## src/rtl/fp16_mul_seq_pkg.sv

```systemverilog
`default_nettype none
// ============================================================================
//  Module      : fp16_mul_seq_pkg
//  Description : Shared types and constants for the sequential binary16
//                multiplier (field widths, FSM encoding, special values).
//  Revision    : 1.0  initial release
// ============================================================================
package fp16_mul_seq_pkg;

    // binary16 field layout
    localparam int SIGN_W     = 1;
    localparam int EXP_W      = 5;
    localparam int MANT_W     = 10;
    localparam int FP_W       = SIGN_W + EXP_W + MANT_W;

    // datapath sizing
    localparam int SIG_W      = MANT_W + 1;   // significand with hidden one
    localparam int PROD_W     = 2 * SIG_W;    // full significand product
    localparam int EXP_CALC_W = 7;            // signed working exponent
    localparam int CNT_W      = 4;            // shift-add iteration counter

    localparam int BIAS = 15;

    localparam logic [EXP_W-1:0]             EXP_MAX  = 5'b11111;
    localparam logic [FP_W-1:0]              QNAN     = 16'h7E00;
    localparam logic signed [EXP_CALC_W-1:0] BIAS_EXT = 7'sd15;
    localparam logic signed [EXP_CALC_W-1:0] EXP_OVF  = 7'sd31;

    typedef enum logic [2:0] {
        S_IDLE  = 3'd0,
        S_CHECK = 3'd1,
        S_MULT  = 3'd2,
        S_NORM  = 3'd3,
        S_DONE  = 3'd4
    } state_t;

    typedef struct packed {
        logic              sign;
        logic [EXP_W-1:0]  exp;
        logic [MANT_W-1:0] mant;
    } fp16_t;

endpackage
`default_nettype wire

```

## src/rtl/fp16_mul_seq_special.sv

```systemverilog
`default_nettype none
// ============================================================================
//  Module      : fp16_special_detect
//  Description : Combinational classifier for NaN / infinity / zero /
//                subnormal operands; produces the final product when the
//                pair never needs the significand multiplier.
//  Revision    : 1.0  initial release
// ============================================================================
module fp16_special_detect
    import fp16_mul_seq_pkg::*;
(
    input  logic              sign_a_i,
    input  logic              sign_b_i,
    input  logic [EXP_W-1:0]  exp_a_i,
    input  logic [EXP_W-1:0]  exp_b_i,
    input  logic [MANT_W-1:0] mant_a_i,
    input  logic [MANT_W-1:0] mant_b_i,
    output logic [FP_W-1:0]   q_o,
    output logic              exc_o
);

    logic sign_p;
    logic nan_a, nan_b, inf_a, inf_b, zero_a, zero_b, sub_a, sub_b;
    logic [MANT_W-1:0] mant_min;

    assign sign_p   = sign_a_i ^ sign_b_i;
    assign nan_a    = (exp_a_i == EXP_MAX) && (mant_a_i != '0);
    assign nan_b    = (exp_b_i == EXP_MAX) && (mant_b_i != '0);
    assign inf_a    = (exp_a_i == EXP_MAX) && (mant_a_i == '0);
    assign inf_b    = (exp_b_i == EXP_MAX) && (mant_b_i == '0);
    assign zero_a   = (exp_a_i == '0) && (mant_a_i == '0);
    assign zero_b   = (exp_b_i == '0) && (mant_b_i == '0);
    assign sub_a    = (exp_a_i == '0) && (mant_a_i != '0);
    assign sub_b    = (exp_b_i == '0) && (mant_b_i != '0);
    assign mant_min = (mant_a_i < mant_b_i) ? mant_a_i : mant_b_i;

    // First matching rule wins; subnormals are the lowest-priority case and
    // are flushed to a signed zero.
    always_comb begin
        q_o   = '0;
        exc_o = 1'b1;
        if (nan_a && nan_b) begin
            q_o = {sign_p, EXP_MAX, mant_min};
        end else if ((inf_a && zero_b) || (zero_a && inf_b)) begin
            q_o = QNAN;
        end else if (nan_a) begin
            q_o = {sign_a_i, exp_a_i, mant_a_i};
        end else if (nan_b) begin
            q_o = {sign_b_i, exp_b_i, mant_b_i};
        end else if (inf_a || inf_b) begin
            q_o = {sign_p, EXP_MAX, {MANT_W{1'b0}}};
        end else if (zero_a || zero_b || sub_a || sub_b) begin
            q_o = {sign_p, {EXP_W{1'b0}}, {MANT_W{1'b0}}};
        end else begin
            exc_o = 1'b0;
        end
    end

endmodule
`default_nettype wire

```

## src/rtl/fp16_mul_seq.sv

```systemverilog
`default_nettype none
// ============================================================================
//  Module      : fp16_mul_seq
//  Description : Multi-cycle IEEE-754 binary16 multiplier. Special operands
//                resolve in one step; normal operands run an 11-cycle
//                shift-add significand multiply, then normalise and round
//                to nearest-even.
//  Revision    : 1.0  initial release
// ============================================================================
module fp16_mul_seq
    import fp16_mul_seq_pkg::*;
(
    input  logic            clk,
    input  logic            rst,
    input  logic            in_valid,
    output logic            in_ready,
    input  logic [FP_W-1:0] a,
    input  logic [FP_W-1:0] b,
    output logic            out_valid,
    input  logic            out_ready,
    output logic [FP_W-1:0] q,
    output logic            exc,
    output logic            busy
);

    state_t                        state_q, state_d;
    fp16_t                         a_q, a_d, b_q, b_d;
    logic [PROD_W-1:0]             acc_q, acc_d;
    logic [PROD_W-1:0]             mcand_q, mcand_d;
    logic signed [EXP_CALC_W-1:0]  exp_q, exp_d;
    logic [CNT_W-1:0]              cnt_q, cnt_d;
    logic [FP_W-1:0]               res_q, res_d;
    logic                          exc_q, exc_d;

    logic [FP_W-1:0]               spec_q;
    logic                          spec_exc;

    fp16_special_detect u_special (
        .sign_a_i (a_q.sign),
        .sign_b_i (b_q.sign),
        .exp_a_i  (a_q.exp),
        .exp_b_i  (b_q.exp),
        .mant_a_i (a_q.mant),
        .mant_b_i (b_q.mant),
        .q_o      (spec_q),
        .exc_o    (spec_exc)
    );

    // Multiplier bit for the current iteration, taken LSB first from {1,mant_b}
    logic [SIG_W-1:0] mplier_sh;
    logic             mbit;
    assign mplier_sh = {1'b1, b_q.mant} >> cnt_q;
    assign mbit      = mplier_sh[0];

    // Normalise / round path, evaluated from the finished accumulator
    logic                         sign_p, norm_shift, guard, sticky, round_up;
    logic [MANT_W-1:0]            mant_pre;
    logic [MANT_W:0]              mant_rnd;
    logic signed [EXP_CALC_W-1:0] exp_n, exp_r;

    assign sign_p     = a_q.sign ^ b_q.sign;
    assign norm_shift = acc_q[PROD_W-1];
    assign mant_pre   = norm_shift ? acc_q[PROD_W-2 -: MANT_W] : acc_q[PROD_W-3 -: MANT_W];
    assign guard      = norm_shift ? acc_q[MANT_W] : acc_q[MANT_W-1];
    assign sticky     = norm_shift ? (|acc_q[MANT_W-1:0]) : (|acc_q[MANT_W-2:0]);
    assign round_up   = guard & (sticky | mant_pre[0]);
    assign mant_rnd   = {1'b0, mant_pre} + {{MANT_W{1'b0}}, round_up};
    assign exp_n      = exp_q + $signed({{(EXP_CALC_W-1){1'b0}}, norm_shift});
    assign exp_r      = exp_n + $signed({{(EXP_CALC_W-1){1'b0}}, mant_rnd[MANT_W]});

    // State and datapath registers; reset discards any job in flight
    always_ff @(posedge clk or posedge rst) begin
        if (rst) begin
            state_q <= S_IDLE;
            a_q     <= '0;
            b_q     <= '0;
            acc_q   <= '0;
            mcand_q <= '0;
            exp_q   <= '0;
            cnt_q   <= '0;
            res_q   <= '0;
            exc_q   <= 1'b0;
        end else begin
            state_q <= state_d;
            a_q     <= a_d;
            b_q     <= b_d;
            acc_q   <= acc_d;
            mcand_q <= mcand_d;
            exp_q   <= exp_d;
            cnt_q   <= cnt_d;
            res_q   <= res_d;
            exc_q   <= exc_d;
        end
    end

    // Next-state and datapath update for each phase of a job
    always_comb begin
        state_d = state_q;
        a_d     = a_q;
        b_d     = b_q;
        acc_d   = acc_q;
        mcand_d = mcand_q;
        exp_d   = exp_q;
        cnt_d   = cnt_q;
        res_d   = res_q;
        exc_d   = exc_q;
        case (state_q)
            S_IDLE: begin
                if (in_valid) begin
                    a_d     = a;
                    b_d     = b;
                    state_d = S_CHECK;
                end
            end
            S_CHECK: begin
                acc_d   = '0;
                mcand_d = {{(PROD_W-SIG_W){1'b0}}, 1'b1, a_q.mant};
                cnt_d   = '0;
                if (spec_exc) begin
                    res_d   = spec_q;
                    exc_d   = 1'b1;
                    state_d = S_DONE;
                end else begin
                    state_d = S_MULT;
                end
            end
            S_MULT: begin
                if (mbit) begin
                    acc_d = acc_q + mcand_q;
                end
                mcand_d = mcand_q << 1;
                exp_d   = $signed({{(EXP_CALC_W-EXP_W){1'b0}}, a_q.exp})
                        + $signed({{(EXP_CALC_W-EXP_W){1'b0}}, b_q.exp})
                        - BIAS_EXT;
                if (cnt_q == CNT_W'(SIG_W-1)) begin
                    cnt_d   = '0;
                    state_d = S_NORM;
                end else begin
                    cnt_d = cnt_q + 1'b1;
                end
            end
            S_NORM: begin
                if (exp_r >= EXP_OVF) begin
                    res_d = {sign_p, EXP_MAX, {MANT_W{1'b0}}};
                    exc_d = 1'b1;
                end else if (exp_r <= $signed({EXP_CALC_W{1'b0}})) begin
                    res_d = {sign_p, {EXP_W{1'b0}}, {MANT_W{1'b0}}};
                    exc_d = 1'b1;
                end else begin
                    res_d = {sign_p, exp_r[EXP_W-1:0], mant_rnd[MANT_W-1:0]};
                    exc_d = 1'b0;
                end
                state_d = S_DONE;
            end
            S_DONE: begin
                if (out_ready) begin
                    state_d = S_IDLE;
                end
            end
            default: state_d = S_IDLE;
        endcase
    end

    assign in_ready  = (state_q == S_IDLE);
    assign busy      = (state_q != S_IDLE);
    assign out_valid = (state_q == S_DONE);
    assign q         = res_q;
    assign exc       = exc_q;

endmodule
`default_nettype wire
```

## config.mk

```make
export PLATFORM = sky130hd
export DESIGN_NAME = fp16_mul_seq
export DESIGN_NICKNAME = d
export VERILOG_FILES = /design/src/rtl/fp16_mul_seq_pkg.sv /design/src/rtl/fp16_mul_seq_special.sv /design/src/rtl/fp16_mul_seq.sv
export SDC_FILE = /design/constraint.sdc
export NUM_CORES = 1
export LEC_CHECK = 0
export BUFFER_PORTS_ARGS = -buffer_cell sky130_fd_sc_hd__buf_2
export CORE_MARGIN = 2
export CORE_UTILIZATION = 42
export CTS_BUF_LIST = sky130_fd_sc_hd__clkbuf_8
export CTS_CLUSTER_DIAMETER = 40
export DETAILED_ROUTE_END_ITERATION = 10
export PLACE_DENSITY = 0.63
export SKIP_LAST_GASP = 1
export SYNTH_ARGS = -nofsm -noshare
export SYNTH_HDL_FRONTEND = slang
export SYNTH_SLANG_ARGS = --single-unit
```

## constraint.sdc

```tcl
create_clock -name clk -period 5.17 [get_ports clk]
set_input_delay 1.034 -clock clk [delete_from_list [all_inputs] [get_ports clk]]
set_output_delay 1.034 -clock clk [all_outputs]
set_load 0.05 [all_outputs]
```

### After elaboration in Yosys (flattened, before gate mapping)

Index checks and enable logic that the tools add are counted.

* logic and storage cells: 105
* bits in read-only memories: 0
* bits in latches: 0
* memories: 0
* register bits after elaboration: 107
* memory bits (writable): 0

* bitwise operators: 3
* $add $sub $neg: 7
* multipliers: 0
* divide/modulo/power cells: 0
* reductions and logical operators: 32
* muxes and demuxes: 34
* magnitude comparators: 3
* equal/unequal tests: 12
* shift-type cells: 1

Operators by type and width (count)
* $mux 16: 7
* $pmux 22 s2: 2
* $pmux 16 s2: 1
* $mux 15: 2
* $add 22x22->22: 1
* $mux 22: 1
* $logic_not 10->1: 2
* $mux 10: 2
* $reduce_bool 10->1: 2
* $pmux 3 s5: 1
* $add 7x2->7: 2
* $mux 3: 4
* $add 10x1->11: 1
* $logic_and 1x1->1: 11
* $mux 1: 11
* $shr 11x4->1: 1
* $eq 5x5->1 const B: 2
* $logic_not 5->1: 2
* $lt 10x10->1: 1
* $reduce_or 10->1: 1
* $reduce_or 9->1: 1
* $ne 2x2->1 const B: 4
* $pmux 4 s2: 1
* $ge 7x6->1 const B: 1
* other kinds (20): 28

### Depth between registers and ports, before layout

Gate-level depths: netlist (run 1).

* depth after elaboration: 13
* gate-level depth with buffers: 18
* depth with buffers taken out: 17

### Cells and area by module

From an unflattened synthesis (run 1), not the netlist that was laid out.

* cell total of the unflattened synthesis: 752
* area, all modules: 7130.6 µm²

Modules (own cells, without submodules)
* fp16_mul_seq: area an instance 6424.9 µm², instances 1, cells each 654, seq. area each 2677.6 µm²
* fp16_special_detect: area an instance 705.7 µm², instances 1, cells each 98, seq. area each 0.0 µm²

### Worst setup path after synthesis (run 1)

Ideal clock, no wire load.

* path type: register to register
* start: reg acc_q[21]
* end: reg res_q[4] (netlist: q[4])
* path slack: 1.903 ns
* arrival time: 3.141 ns
* buffers on the path: 1
* data required time: 5.044 ns
* period minus slack after synthesis: 3.267 ns
* cell stages (with the launch flop): 18
* setup time: 0.126 ns
* cell sequence: dfrtp_1 > mux2i_1 > nor2b_1 > ha_1 > and3_1 > and4_1 > nand3_1 > fa_1 > inv_1 > ha_1 > nand2_1 > nor2_1 > xor2_1 > a31oi_1 > and2_1 > clkbuf_1 > a221oi_1 > o21ai_1

* cells in the longest elaborated chain, start to end: 9
* elaborated cells between the ends (all ways): 13
* those cells by class: add/sub: 3; order compare: 2; mux: 6; bitwise: 2

Ends and longest elaborated chain
* start, declared: RTL line fp16_mul_seq.sv:28 `logic [PROD_W-1:0] acc_q, acc_d;`
* start signal, assigned: RTL line fp16_mul_seq.sv:77 `acc_q <= '0;`
* start signal, assigned: RTL line fp16_mul_seq.sv:87 `acc_q <= acc_d;`
* $mux 1 or $mux 10 (tied branches): RTL line fp16_mul_seq.sv:65, fp16_mul_seq.sv:63
* $or 1x1->1: RTL line fp16_mul_seq.sv:66 `assign round_up = guard & (sticky | mant_pre[0]);`
* $and 1x1->1: RTL line fp16_mul_seq.sv:66
* $add 10x1->11: RTL line fp16_mul_seq.sv:67 `assign mant_rnd = {1'b0, mant_pre} + {{MANT_W{1'b0}}, round_up};`
* $add 7x2->7: RTL line fp16_mul_seq.sv:69 `assign exp_r = exp_n + $signed({{(EXP_CALC_W-1){1'b0}}, mant_rnd[MANT_W]});`
* $le 7x1->1: RTL line fp16_mul_seq.sv:146 `end else if (exp_r <= $signed({EXP_CALC_W{1'b0}})) begin`
* $mux 15: RTL line fp16_mul_seq.sv:146
* $mux 15 *: RTL line fp16_mul_seq.sv:143 `if (exp_r >= EXP_OVF) begin`
* $pmux 16 s2 *: RTL line fp16_mul_seq.sv:107 `case (state_q)`
* end signal, assigned: RTL line fp16_mul_seq.sv:91 `res_q <= res_d;`
* end, declared: RTL line fp16_mul_seq.sv:32 `logic [FP_W-1:0] res_q, res_d;`

Mark *: on every way between the ends. The rest lies on a longest branch, timed or not.
A chain may end at the register's enable or synchronous reset.

### Worst setup path in the final report (run 1)

Ends and elaborated chain as after synthesis.

==> results_dict.tcl, run 1 <==
set metrics [dict create \
    vdd_drop_max_v 0.000350 \
    critical_path.max_fanout 22 \
    core-area_um2 15800 \
    ctsHoldBuffers 0 \
    power_density_nw_per_um2 603 \
    hold_class "reg2reg" \
    cpPeakStageDelay_ns 0.87 \
    crit_type "reg2reg" \
    syn2layout_area_growth_pct 9.73 \
    htreeDepth 3 \
    hp-start "q[15]$_DFFE_PP0P_" \
    synth_top_family_by_area "compound AO/OA/AOI/OAI gates" \
    drc_errors 0 \
    fp.dieW_um 131 \
    fin_area_um2 7380 \
    skew_ns 0.0103 \
    worst_slew_pin_slew_ns 1.08 \
    synth_compound_area_share_pct 19.8 \
    drt_wl_total_mm 17.0 \
    synth_fa_ha_area_share_pct 8.89 \
    syn-num-nets 789 \
    setup_viol_count_final 0 \
    cap_violations 0 \
    timing.final.crit_share_pct 81.5 \
    vias 5532 \
    hold_viol 0 \
    drive_gt1_share_pct 16.1 \
    finalSetupTns_ns 0 \
    worst-path-buf-inv 1 \
    syn_area_um2 6730 \
    clock_sinks 107 \
    path_cells "mux2i_1 -> nor2b_1 -> ha_1 -> and3_1 -> and4_1 -> nand3_1 -> fa_1 -> inv_1 -> ha_1 -> nand2_1 -> nor2_1 -> xor2_1 -> a31oi_1 -> and2_1 -> a221oi_1 -> o21ai_1" \
    wl_per_cell_um 17.6 \
    rsz0062_at_grt "no" \
    ys.flop_type "dfrtp_1" \
    synth_cells 707 \
    ant_nets 0 \
    synth_edf_count 0 \
    cts_tree "done" \
    p_leak_nw 3.41 \
    start_util_pct 42.6 \
    syn_area_per_cell_um2 9.51 \
    grt-ovfl-total 0 \
    ys_ff_latch 107 \
    clk_latency_ns 0.40 \
    mostFrequentLayoutCell "dfrtp_1" \
    gp_congestion 0.955 \
    fmax_mhz 237 \
    critPathSlowestCell "dfrtp_1" \
    vias_per_cell 5.71 \
    die_y_um 131 \
    post_cts_buffers 0 \
    diodes 0 \
    cp_top_family "simple AND/OR/NAND/NOR gates" \
    cp_data_arrival_time_ns 4.46 \
    async_reset_ff_share_pct 100 \
    synth-simple-area-share_pct 14.9 \
    slew_viol_final 0 \
    grt_pass1_vias 5285 \
    dpl_cell_area_um2 7190 \
    ys_seq_area_share_pct 39.8 \
    num_rows 46 \
    yosysWarnings 0 \
    synth_cell_types 63 \
    r2r_start "acc_q[21]$_DFFE_PP0P_" \
    port_buffers 55 \
    final_cell_mix "dfrtp_1, nand2_1, buf_2" \
    end_kind "flop" \
    worstSetupStartpoint "acc_q[21]$_DFFE_PP0P_" \
    crit_required_ns 5.42 \
    relSlewSlack_pct 28.0 \
    grt_max_degree 72 \
    synthMuxAreaShare_pct 8.13 \
    cpMostUsedCell "ha_1" \
    final_nets 830 \
    antenna_found_initial 0 \
    root_buffer "clkbuf_8" \
    grt_use_total_pct 20.6 \
    grt_pass1_wl_mm 27.3 \
    clk_pin_slew_ns 0.10 \
    detailed_place_hpwl_mm 12.5 \
    period_minus_slack_ns 4.21 \
    start_kind "flop" \
    die_area_um2 17000 \
    top_level_ports 56 \
    synth_xor_area_share_pct 4.82 \
    nFillCells 1572 \
    outcome "finished, final reports clean" \
    cts_buffers 9 \
    ctsLongestPathBuffers 2 \
    ctsResizeCount 0 \
    first_iter_violations 411 \
    first_pass_iters 5 \
]
==> cell usage after synthesis, drive strengths merged, types with 3 or more instances <==
cell | count | area (µm²)
xnor2 | 25 | 219
o211ai | 4 | 30.0
nand2b | 6 | 37.5
nor4 | 8 | 50.1
buf | 11 | 60.1
o22ai | 7 | 43.8
xor2 | 12 | 105
a22o | 32 | 280
clkbuf | 19 | 71.3
o21ai | 63 | 315
a21o | 8 | 60.1
a211oi | 4 | 30.0
a311oi | 3 | 38.8
dfrtp | 107 | 2680
fa | 3 | 60.1
nor3 | 10 | 50.1
o21a | 3 | 22.5
nand3 | 19 | 100
nand4 | 6 | 37.5
a31oi | 5 | 31.3
ha | 43 | 538
nand2 | 75 | 282
a21oi | 47 | 235
and3 | 6 | 37.5
a22oi | 6 | 45.0
a221oi | 3 | 26.3
nor2 | 35 | 134
inv | 31 | 116
mux2 | 33 | 372
and2 | 12 | 77.6
nor3b | 3 | 22.5
a2111oi | 3 | 38.8
nor2b | 10 | 62.6
mux2i | 13 | 130
or3 | 5 | 31.3
==> power by group <==
group | internal, mW | total (mW) | switching (mW)
combinational | 0.961 | 2.34 | 1.38
sequential | 1.15 | 1.58 | 0.433
clock | 0.222 | 0.531 | 0.309
total | 2.33 | 4.45 | 2.12
==> logic make-up (layout without fill, tap and decap cells) <==
kind of cell,after synthesis,count (layout)
muxes,48,48
AOI/OAI and AO/OA,203,203
and+or+nand+nor,205,205
DFF,107,107
adders and majority gates,46,46
buffers and inverters,61,107
xor gates and xnor gates,37,37
==> cell type report <==
type                       instances  area, µm²  share of cell area [%]
timing repair buffer              60        313                    4.24
tap                              216        270                    3.66
sequential                       107       2680                    36.3
inverter                          31        119                    1.61
multi-input combinational        539       3810                    51.6
clock buffer                       9        124                    1.68
clock inverter                     7       68.8                   0.933
==> per-layer routing <==
metal	vias to the layer above	routed length [µm]	global-route usage [%]
met5	-	0	0
met4	0	290	4.51
met3	20	913	4.48
met2	147	7460	31.4
met1	2714	8360	30.2
li1	2651	-	-
==> registers in the layout (all words and copies together) (netlist names) <==
name     cells
exc          1
cnt_q        4
exp_q        7
acc_q       22
a_q         16
b_q         16
mcand_q     22
state_q      3
q           16
==> worst reg2reg max path: cells and delay by family, from the launching register on <==
| kind | cells | cell delay (ns) |
|---|---|---|
| AND/OR/NAND/NOR | 7 | 1.20 |
| flip-flops | 1 | 0.87 |
| buffers and inverters | 1 | 0.07 |
| AO/OA/AOI/OAI | 3 | 0.61 |
| adder cells (fa/ha/maj) | 3 | 0.81 |
| XOR/XNOR | 1 | 0.33 |
| multiplexers | 1 | 0.20 |
==> per-stage QoR <==
stage,power [mW],hold WS (ns),cells,worst slack (ns),util [%]
CTS,4.44,0.501,969,1.02,46.8
global route,4.82,0.528,969,0.640,46.8
finish,4.45,0.498,969,0.956,46.8
global placement,3.83,0.465,953,1.27,45.6
detailed placement,3.90,0.476,953,1.02,45.6
floorplan,3.27,0.450,707,1.32,-
==> path summary, 6_finish.rpt <==
kind,to,slack [ns],depth (start not counted)
setup / recovery,q[4]$_DFFE_PP0P_,0.96,16
hold / removal,q[15]$_DFFE_PP0P_,0.50,2
setup reg to reg,q[4]$_DFFE_PP0P_,0.96,16
hold reg to reg,q[15]$_DFFE_PP0P_,0.50,2
max in group asynchronous,a_q[5]$_DFFE_PP0P_,3.29,3
min in group asynchronous,q[10]$_DFFE_PP0P_,0.82,2
Note: power is estimated with default switching activity, not from simulation.
==> run 2, diff against run 1 <==
--- a/config.mk
+++ b/config.mk
@@ -5,13 +5,14 @@
 export SDC_FILE = /design/constraint.sdc
 export NUM_CORES = 1
 export LEC_CHECK = 0
+export ABC_AREA = 1
 export BUFFER_PORTS_ARGS = -buffer_cell sky130_fd_sc_hd__buf_2
 export CORE_MARGIN = 2
 export CORE_UTILIZATION = 42
 export CTS_BUF_LIST = sky130_fd_sc_hd__clkbuf_8
 export CTS_CLUSTER_DIAMETER = 40
 export DETAILED_ROUTE_END_ITERATION = 10
-export PLACE_DENSITY = 0.63
+export PLACE_DENSITY = 0.65
 export SKIP_LAST_GASP = 1
 export SYNTH_ARGS = -nofsm -noshare
 export SYNTH_HDL_FRONTEND = slang
==> constraint.sdc (replaced) <==
create_clock -name clk -period 3.4 [get_ports clk]
set_input_delay 0.68 -clock clk [delete_from_list [all_inputs] [get_ports clk]]
set_output_delay 0.68 -clock clk [all_outputs]
set_load 0.05 [all_outputs]
==> run 2 against run 1 <==
Register-to-register slack got worse by 0.84 ns. Non-clock buffer count is 8 higher. Synthesized cell count is 42% higher. Area after synthesis increased by 8.9%. Die area up 8.6%. Power increased by 74%. Critical endpoint is now q[3]$_DFFE_PP0P_. Largest power group unchanged.
==> results_dict.tcl, run 2 <==
set metrics [dict create \
    final_cells 1290 \
    critical_path.max_fanout 11 \
    synth_cells 1007 \
    wl_per_cell_um 15.0 \
    grt_pass1_wl_mm 31.7 \
    fmax_mhz 305 \
    syn_area_um2 7320 \
    hold_viol 0 \
    detailed_place_hpwl_mm 14.4 \
    ys.flop_type "dfrtp_1" \
    mostFrequentLayoutCell "nand2_1" \
    drive_gt1_share_pct 14.7 \
    clock_sinks 107 \
    first_iter_violations 529 \
    grt_pass1_vias 6259 \
    ys_ff_latch 107 \
    slew_viol_final 0 \
    final_nets 1142 \
    final_cell_mix "nand2_1, dfrtp_1, inv_1, nor2_1, a21oi_1" \
    synth_edf_count 0 \
    start_kind "flop" \
    skew_ns 0.0175 \
    grt-ovfl-total 0 \
    hold_class "in2async" \
    cpMostUsedCell "nor2_4" \
    synth_cell_types 42 \
    syn2layout_area_growth_pct 11.6 \
    yosysWarnings 0 \
    period_minus_slack_ns 3.28 \
    relSlewSlack_pct 43.6 \
    timing.final.crit_share_pct 96.5 \
    ys_seq_area_share_pct 36.6 \
    syn-num-nets 1089 \
    diodes 0 \
    regArea_um2 2680 \
    ctsLongestPathBuffers 2 \
    top_level_ports 56 \
    final_core_util_pct 47.6 \
    core-area_um2 17200 \
    drc_errors 0 \
    antenna_found_initial 0 \
    yosys.area.top_type "dfrtp_1" \
    vias 6809 \
    multi_input_area_um2 4210 \
    path_cells "inv_2 -> o21ai_2 -> nand2_2 -> inv_2 -> ha_4 -> nand2_2 -> nor2_4 -> nand4_1 -> fa_2 -> inv_2 -> ha_4 -> or2_4 -> nor2_4 -> nand3_2 -> nor2_4 -> nor2_4 -> buf_12 -> nand3b_1 -> nand2_1 -> nor2_1 -> nor2_1" \
    clk_pin_slew_ns 0.12 \
    nFillCells 1780 \
    cp_data_arrival_time_ns 3.60 \
    cap_violations 0 \
    worst_slew_pin_slew_ns 0.843 \
    timing.hold.ws_ns 0.350 \
    synth_top_cells_by_count "nand2_1, dfrtp_1, nor2_1, inv_1, a21oi_1" \
    grt_max_degree 80 \
    critPathSlowestCell "dfrtp_2" \
    cts_tree "done" \
    p_leak_nw 4.14 \
    yosysMostFrequentCell "nand2_1" \
    drt_wl_total_mm 19.3 \
    ctsHoldBuffers 0 \
    power_density_nw_per_um2 946 \
    die_y_um 136 \
    num_rows 48 \
    fp.dieW_um 136 \
    root_buffer "clkbuf_8" \
    vias_per_cell 5.28 \
    setup_viol_count_final 0 \
    place_inst 1269 \
    yosysTopAreaCellShare_pct 36.6 \
    htreeDepth 3 \
    syn_area_per_cell_um2 7.27 \
    reg_top3 "acc_q (22), mcand_q (22)" \
    outcome "finished, final reports clean" \
    vdd_drop_max_v 0.000418 \
    total_power_mw 7.73 \
    die_area_um2 18500 \
    netlist_top_cells_area "dfrtp_1, nand2_1, ha_1" \
    gp_congestion 0.910 \
    first_pass_iters 5 \
    crit_type "reg2reg" \
    async_reset_ff_share_pct 100 \
    ant_nets 0 \
    cpPeakStageDelay_ns 0.47 \
    end_kind "flop" \
    cts_buffers 9 \
    port_buffers 55 \
    start_util_pct 42.6 \
    crit_required_ns 3.72 \
    finalSetupTns_ns 0 \
    grt_use_total_pct 21.7 \
    clk_latency_ns 0.41 \
]
-- run 2: cell count changes after synthesis, sizes merged, moves of 10 or more --
cell	before	now
and2	12	0
nand2	75	287
a21oi	47	78
inv	31	102
nand3	19	71
nor2b	10	0
o21ai	63	74
mux2i	13	0
or2	2	12
xnor2	25	10
mux2	33	2
a22o	32	0
nand4	6	29
nor2	35	111
-- run 2: worst max-delay path: cells and delay by family (launching register included) --
| family | cells | cell delay, ns |
|---|---|---|
| AO/OA/AOI/OAI | 1 | 0.17 |
| adder cells (fa/ha/maj) | 3 | 0.73 |
| buffers and inverters | 4 | 0.39 |
| flip-flops | 1 | 0.47 |
| AND/OR/NAND/NOR | 13 | 1.41 |
-- run 2: cell families after synthesis --
group | Yosys count | synth area share, %
compound gates | 180 | 13.5
xor+xnor | 22 | 2.63
fa+ha+maj | 46 | 8.17
buf+inv | 128 | 7.36
flops | 107 | 36.6
mux | 2 | 0.308
simple gates | 522 | 31.5
-- run 2: worst paths after layout --
| path | slack [ns] | from | cells after the start | to |
|---|---|---|---|---|
| setup / recovery | 0.12 | acc_q[21]$_DFFE_PP0P_ | 21 | q[3]$_DFFE_PP0P_ |
| setup reg to reg | 0.12 | acc_q[21]$_DFFE_PP0P_ | 21 | q[3]$_DFFE_PP0P_ |
| hold reg to reg | 0.49 | q[13]$_DFFE_PP0P_ | 2 | q[13]$_DFFE_PP0P_ |
| max in group asynchronous | 2.24 | rst | 3 | acc_q[21]$_DFFE_PP0P_ |
| min in group clk | 0.49 | q[13]$_DFFE_PP0P_ | 2 | q[13]$_DFFE_PP0P_ |
| hold / removal | 0.35 | rst | 2 | acc_q[14]$_DFFE_PP0P_ |
-- run 2: power by group --
| part | internal [mW] | switching, mW |
|---|---|---|
| Combinational | 1.54 | 3.06 |
| Clock | 0.375 | 0.500 |
| Sequential | 1.77 | 0.492 |
-- run 2: layout make-up --
type,count,area share [%]
Clock buffer,10,1.68
Clock inverter,6,0.979
Timing Repair Buffer,68,4.91
Multi-Input combinational cell,772,51.5
Tap cell,225,3.44
Inverter,102,4.73
Sequential cell,107,32.8
-- run 2: what timing repair did --
action                     4_1_cts  5_1_grt
resized for setup                3       24
setup buffers                    0        5
pin swaps                        1        6
setup endpoints to repair       15       16
-- run 2: metrics by stage --
step / setup slack (ns) / cell area [µm²]
2_1_floorplan: 0.174 / 7330
6_report: 0.119 / 8180
3_5_place_dp: -0.155 / 7800
3_3_place_gp: -0.0505 / 7800
5_1_grt: -0.0973 / 8180
4_1_cts: 0.0573 / 8030
-- run 2: layer usage --
layer	up-vias	global-route usage [%]	part of all wire, %
li1	3434	-	-
met1	3170	31.4	48
met2	176	33.1	45
met3	29	4.36	5.1
met4	0	5.50	1.9
met5	-	0	0
==> run 3, diff against run 2 <==
--- a/config.mk
+++ b/config.mk
@@ -8,11 +8,11 @@
 export ABC_AREA = 1
 export BUFFER_PORTS_ARGS = -buffer_cell sky130_fd_sc_hd__buf_2
 export CORE_MARGIN = 2
-export CORE_UTILIZATION = 42
+export CORE_UTILIZATION = 57
 export CTS_BUF_LIST = sky130_fd_sc_hd__clkbuf_8
 export CTS_CLUSTER_DIAMETER = 40
 export DETAILED_ROUTE_END_ITERATION = 10
-export PLACE_DENSITY = 0.65
+export PLACE_DENSITY = 0.83
 export SKIP_LAST_GASP = 1
 export SYNTH_ARGS = -nofsm -noshare
 export SYNTH_HDL_FRONTEND = slang
==> run 3 against run 2 <==
Combinational power grew 0.9%. Worst hold slack gained 0.022 ns. Clock power shrank 7.1%. Worst setup slack is essentially flat. Non-clock buffer count shrank 1. Largest power group unchanged. Highest routed layer unchanged.
==> results_dict.tcl, run 3 (synthesized netlist as in run 2, its figures left out) <==
set metrics [dict create \
    grt_max_degree 78 \
    place_inst 1214 \
    grt_util_met1_pct 40.8 \
    p_comb_share_pct 60.3 \
    crit_type "reg2reg" \
    clock_sinks 107 \
    cp_data_arrival_time_ns 3.58 \
    cp_top_family "simple AND/OR/NAND/NOR gates" \
    cap_violations 0 \
    htreeDepth 3 \
    pwr-share-seq_pct 29.1 \
    clk_latency_ns 0.39 \
    die_y_um 117 \
    num_rows 41 \
    clkPwrFrac_pct 10.6 \
    port_buffers 55 \
    diodes 0 \
    hold_viol 0 \
    grt-ovfl-total 0 \
    clk_pin_slew_ns 0.11 \
    drive_gt1_share_pct 14.3 \
    syn2layout_area_growth_pct 9.91 \
    ant_nets 0 \
    final_cell_mix "nand2_1, dfrtp_1, inv_1" \
    final_nets 1141 \
    internal_power_mw 3.64 \
    path_cells "o21ai_1 -> ha_4 -> nand2_4 -> nor2_4 -> nand4_1 -> fa_2 -> inv_2 -> ha_4 -> or2_4 -> nor2_1 -> nand3_1 -> nor2_2 -> nor2_4 -> buf_12 -> nand3b_1 -> nand2_1 -> nor2_1 -> nor2_1" \
    final_cells 1236 \
    cpPeakStageDelay_ns 0.48 \
    crit_required_ns 3.70 \
    wl_per_cell_um 15.3 \
    period_minus_slack_ns 3.28 \
    cpMostUsedCell "nor2_1" \
    critPathSlowestCell "dfrtp_2" \
    p_leak_nw 4.14 \
    top_level_ports 56 \
    root_buffer "clkbuf_8" \
    grt_use_total_pct 28.0 \
    busiest_layer "met2" \
    antenna_found_initial 0 \
    vias_per_cell 5.70 \
    grt_pass1_wl_mm 31.4 \
    power_density_nw_per_um2 956 \
    nFillCells 1103 \
    first_pass_iters 8 \
    p_switching_mw 4.06 \
    hold_class "in2async" \
    fin_area_um2 8050 \
    start_kind "flop" \
    ctsLongestPathBuffers 2 \
    core-area_um2 12600 \
    fmax_mhz 305 \
    relSlewSlack_pct 32.6 \
    reg_top3 "acc_q (22), mcand_q (22)" \
    end_kind "flop" \
    timing.final.crit_share_pct 96.5 \
    skew_ns 0.0157 \
    start_util_pct 58.3 \
    drt_wl_total_mm 19.0 \
    vias 7051 \
    gp_congestion 0.974 \
    first_iter_violations 718 \
    cts_tree "done" \
    ctsHoldBuffers 0 \
    setup_viol_count_final 0 \
    fp.dieW_um 117 \
    worst-path-buf-inv 2 \
    worst_slew_pin_slew_ns 1.01 \
    cts_buffers 9 \
    slew_viol_final 0 \
    die_area_um2 13800 \
    grt_use_met3_pct 4.72 \
    outcome "finished, final reports clean" \
    p_sw_share_pct 52.7 \
    drc_errors 0 \
    detailed_place_hpwl_mm 14.2 \
    critical_path.max_fanout 8 \
    grt_pass1_vias 6412 \
    mostFrequentLayoutCell "nand2_1" \
    dpl_cell_area_um2 7720 \
    vdd_drop_max_v 0.000446 \
    grt_use_met2_pct 41.1 \
]
[run 3: changes by cell type in the layout (fill, tap and decap cells not counted), moves of 2 or more]
cell	previous run	this run
nor2_4	12	10
nand3_1	68	70
nor2_2	6	8
o21ai_0	60	62
o21ai_1	7	5
[run 3: final timing paths]
path / to / slack [ns] / cells after the start / from
setup / recovery: q[3]$_DFFE_PP0P_ / 0.12 / 18 / acc_q[21]$_DFFE_PP0P_
hold / removal: q[13]$_DFFE_PP0P_ / 0.37 / 2 / rst
setup reg to reg: q[3]$_DFFE_PP0P_ / 0.12 / 18 / acc_q[21]$_DFFE_PP0P_
hold reg to reg: q[2]$_DFFE_PP0P_ / 0.49 / 2 / q[2]$_DFFE_PP0P_
max in group asynchronous: acc_q[8]$_DFFE_PP0P_ / 2.21 / 3 / rst
min in group clk: q[2]$_DFFE_PP0P_ / 0.49 / 2 / q[2]$_DFFE_PP0P_
[run 3: routing by layer]
metal  part of all wire [%]  wire [µm]
met1                     44       8370
met2                     43       8220
met3                    8.2       1550
met4                    4.4        829
met5                      0          0
[run 3: area by class of cell]
cell class / count / area (µm²) / area share, %
Clock inverter: 7 / 75.1 / 0.933
Timing Repair Buffer: 67 / 390 / 4.85
Clock buffer: 9 / 124 / 1.54
Sequential cell: 107 / 2680 / 33.3
Tap cell: 172 / 215 / 2.67
Inverter: 102 / 387 / 4.80
Multi-Input combinational cell: 772 / 4180 / 51.9
[run 3: power groups by stage]
stage / clock (mW) / sequential (mW) / combinational (mW)
final: 0.813 / 2.24 / 4.64
after global routing: 0.882 / 2.30 / 5.18
after CTS: 0.823 / 2.22 / 4.48
after detailed placement: 0 / 2.24 / 4.44
after global placement: 0 / 2.23 / 4.35
after floorplan: 0 / 2.33 / 3.27
[run 3: through the flow]
| step | setup slack, ns | util (%) | setup TNS [ns] | power [mW] | hold slack, ns |
|---|---|---|---|---|---|
| after detailed placement | -0.151 | 61.4 | -0.935 | 6.68 | 0.462 |
| after floorplan | 0.174 | - | 0 | 5.60 | 0.453 |
| final | 0.118 | 64.0 | 0 | 7.70 | 0.372 |
| after global routing | -0.0898 | 64.0 | -0.393 | 8.36 | 0.436 |
| after CTS | -0.00103 | 63.1 | -0.00103 | 7.52 | 0.385 |
| after global placement | -0.00883 | 61.4 | -0.00950 | 6.58 | 0.458 |
[run 3: what timing repair did]
action | in CTS | in global routing
setup endpoints to repair | 15 | 16
resized for setup | 2 | 17
setup buffers | 0 | 6
pin swaps | 1 | 13
[run 3: worst register-to-register path, delay by kind of cell, from the launching register on]
kind	cells	cell delay (ns)
AND/OR/NAND/NOR	12	1.36
adder cells (fa/ha/maj)	3	0.81
flip-flops	1	0.48
AO/OA/AOI/OAI	1	0.32
buffers and inverters	2	0.24
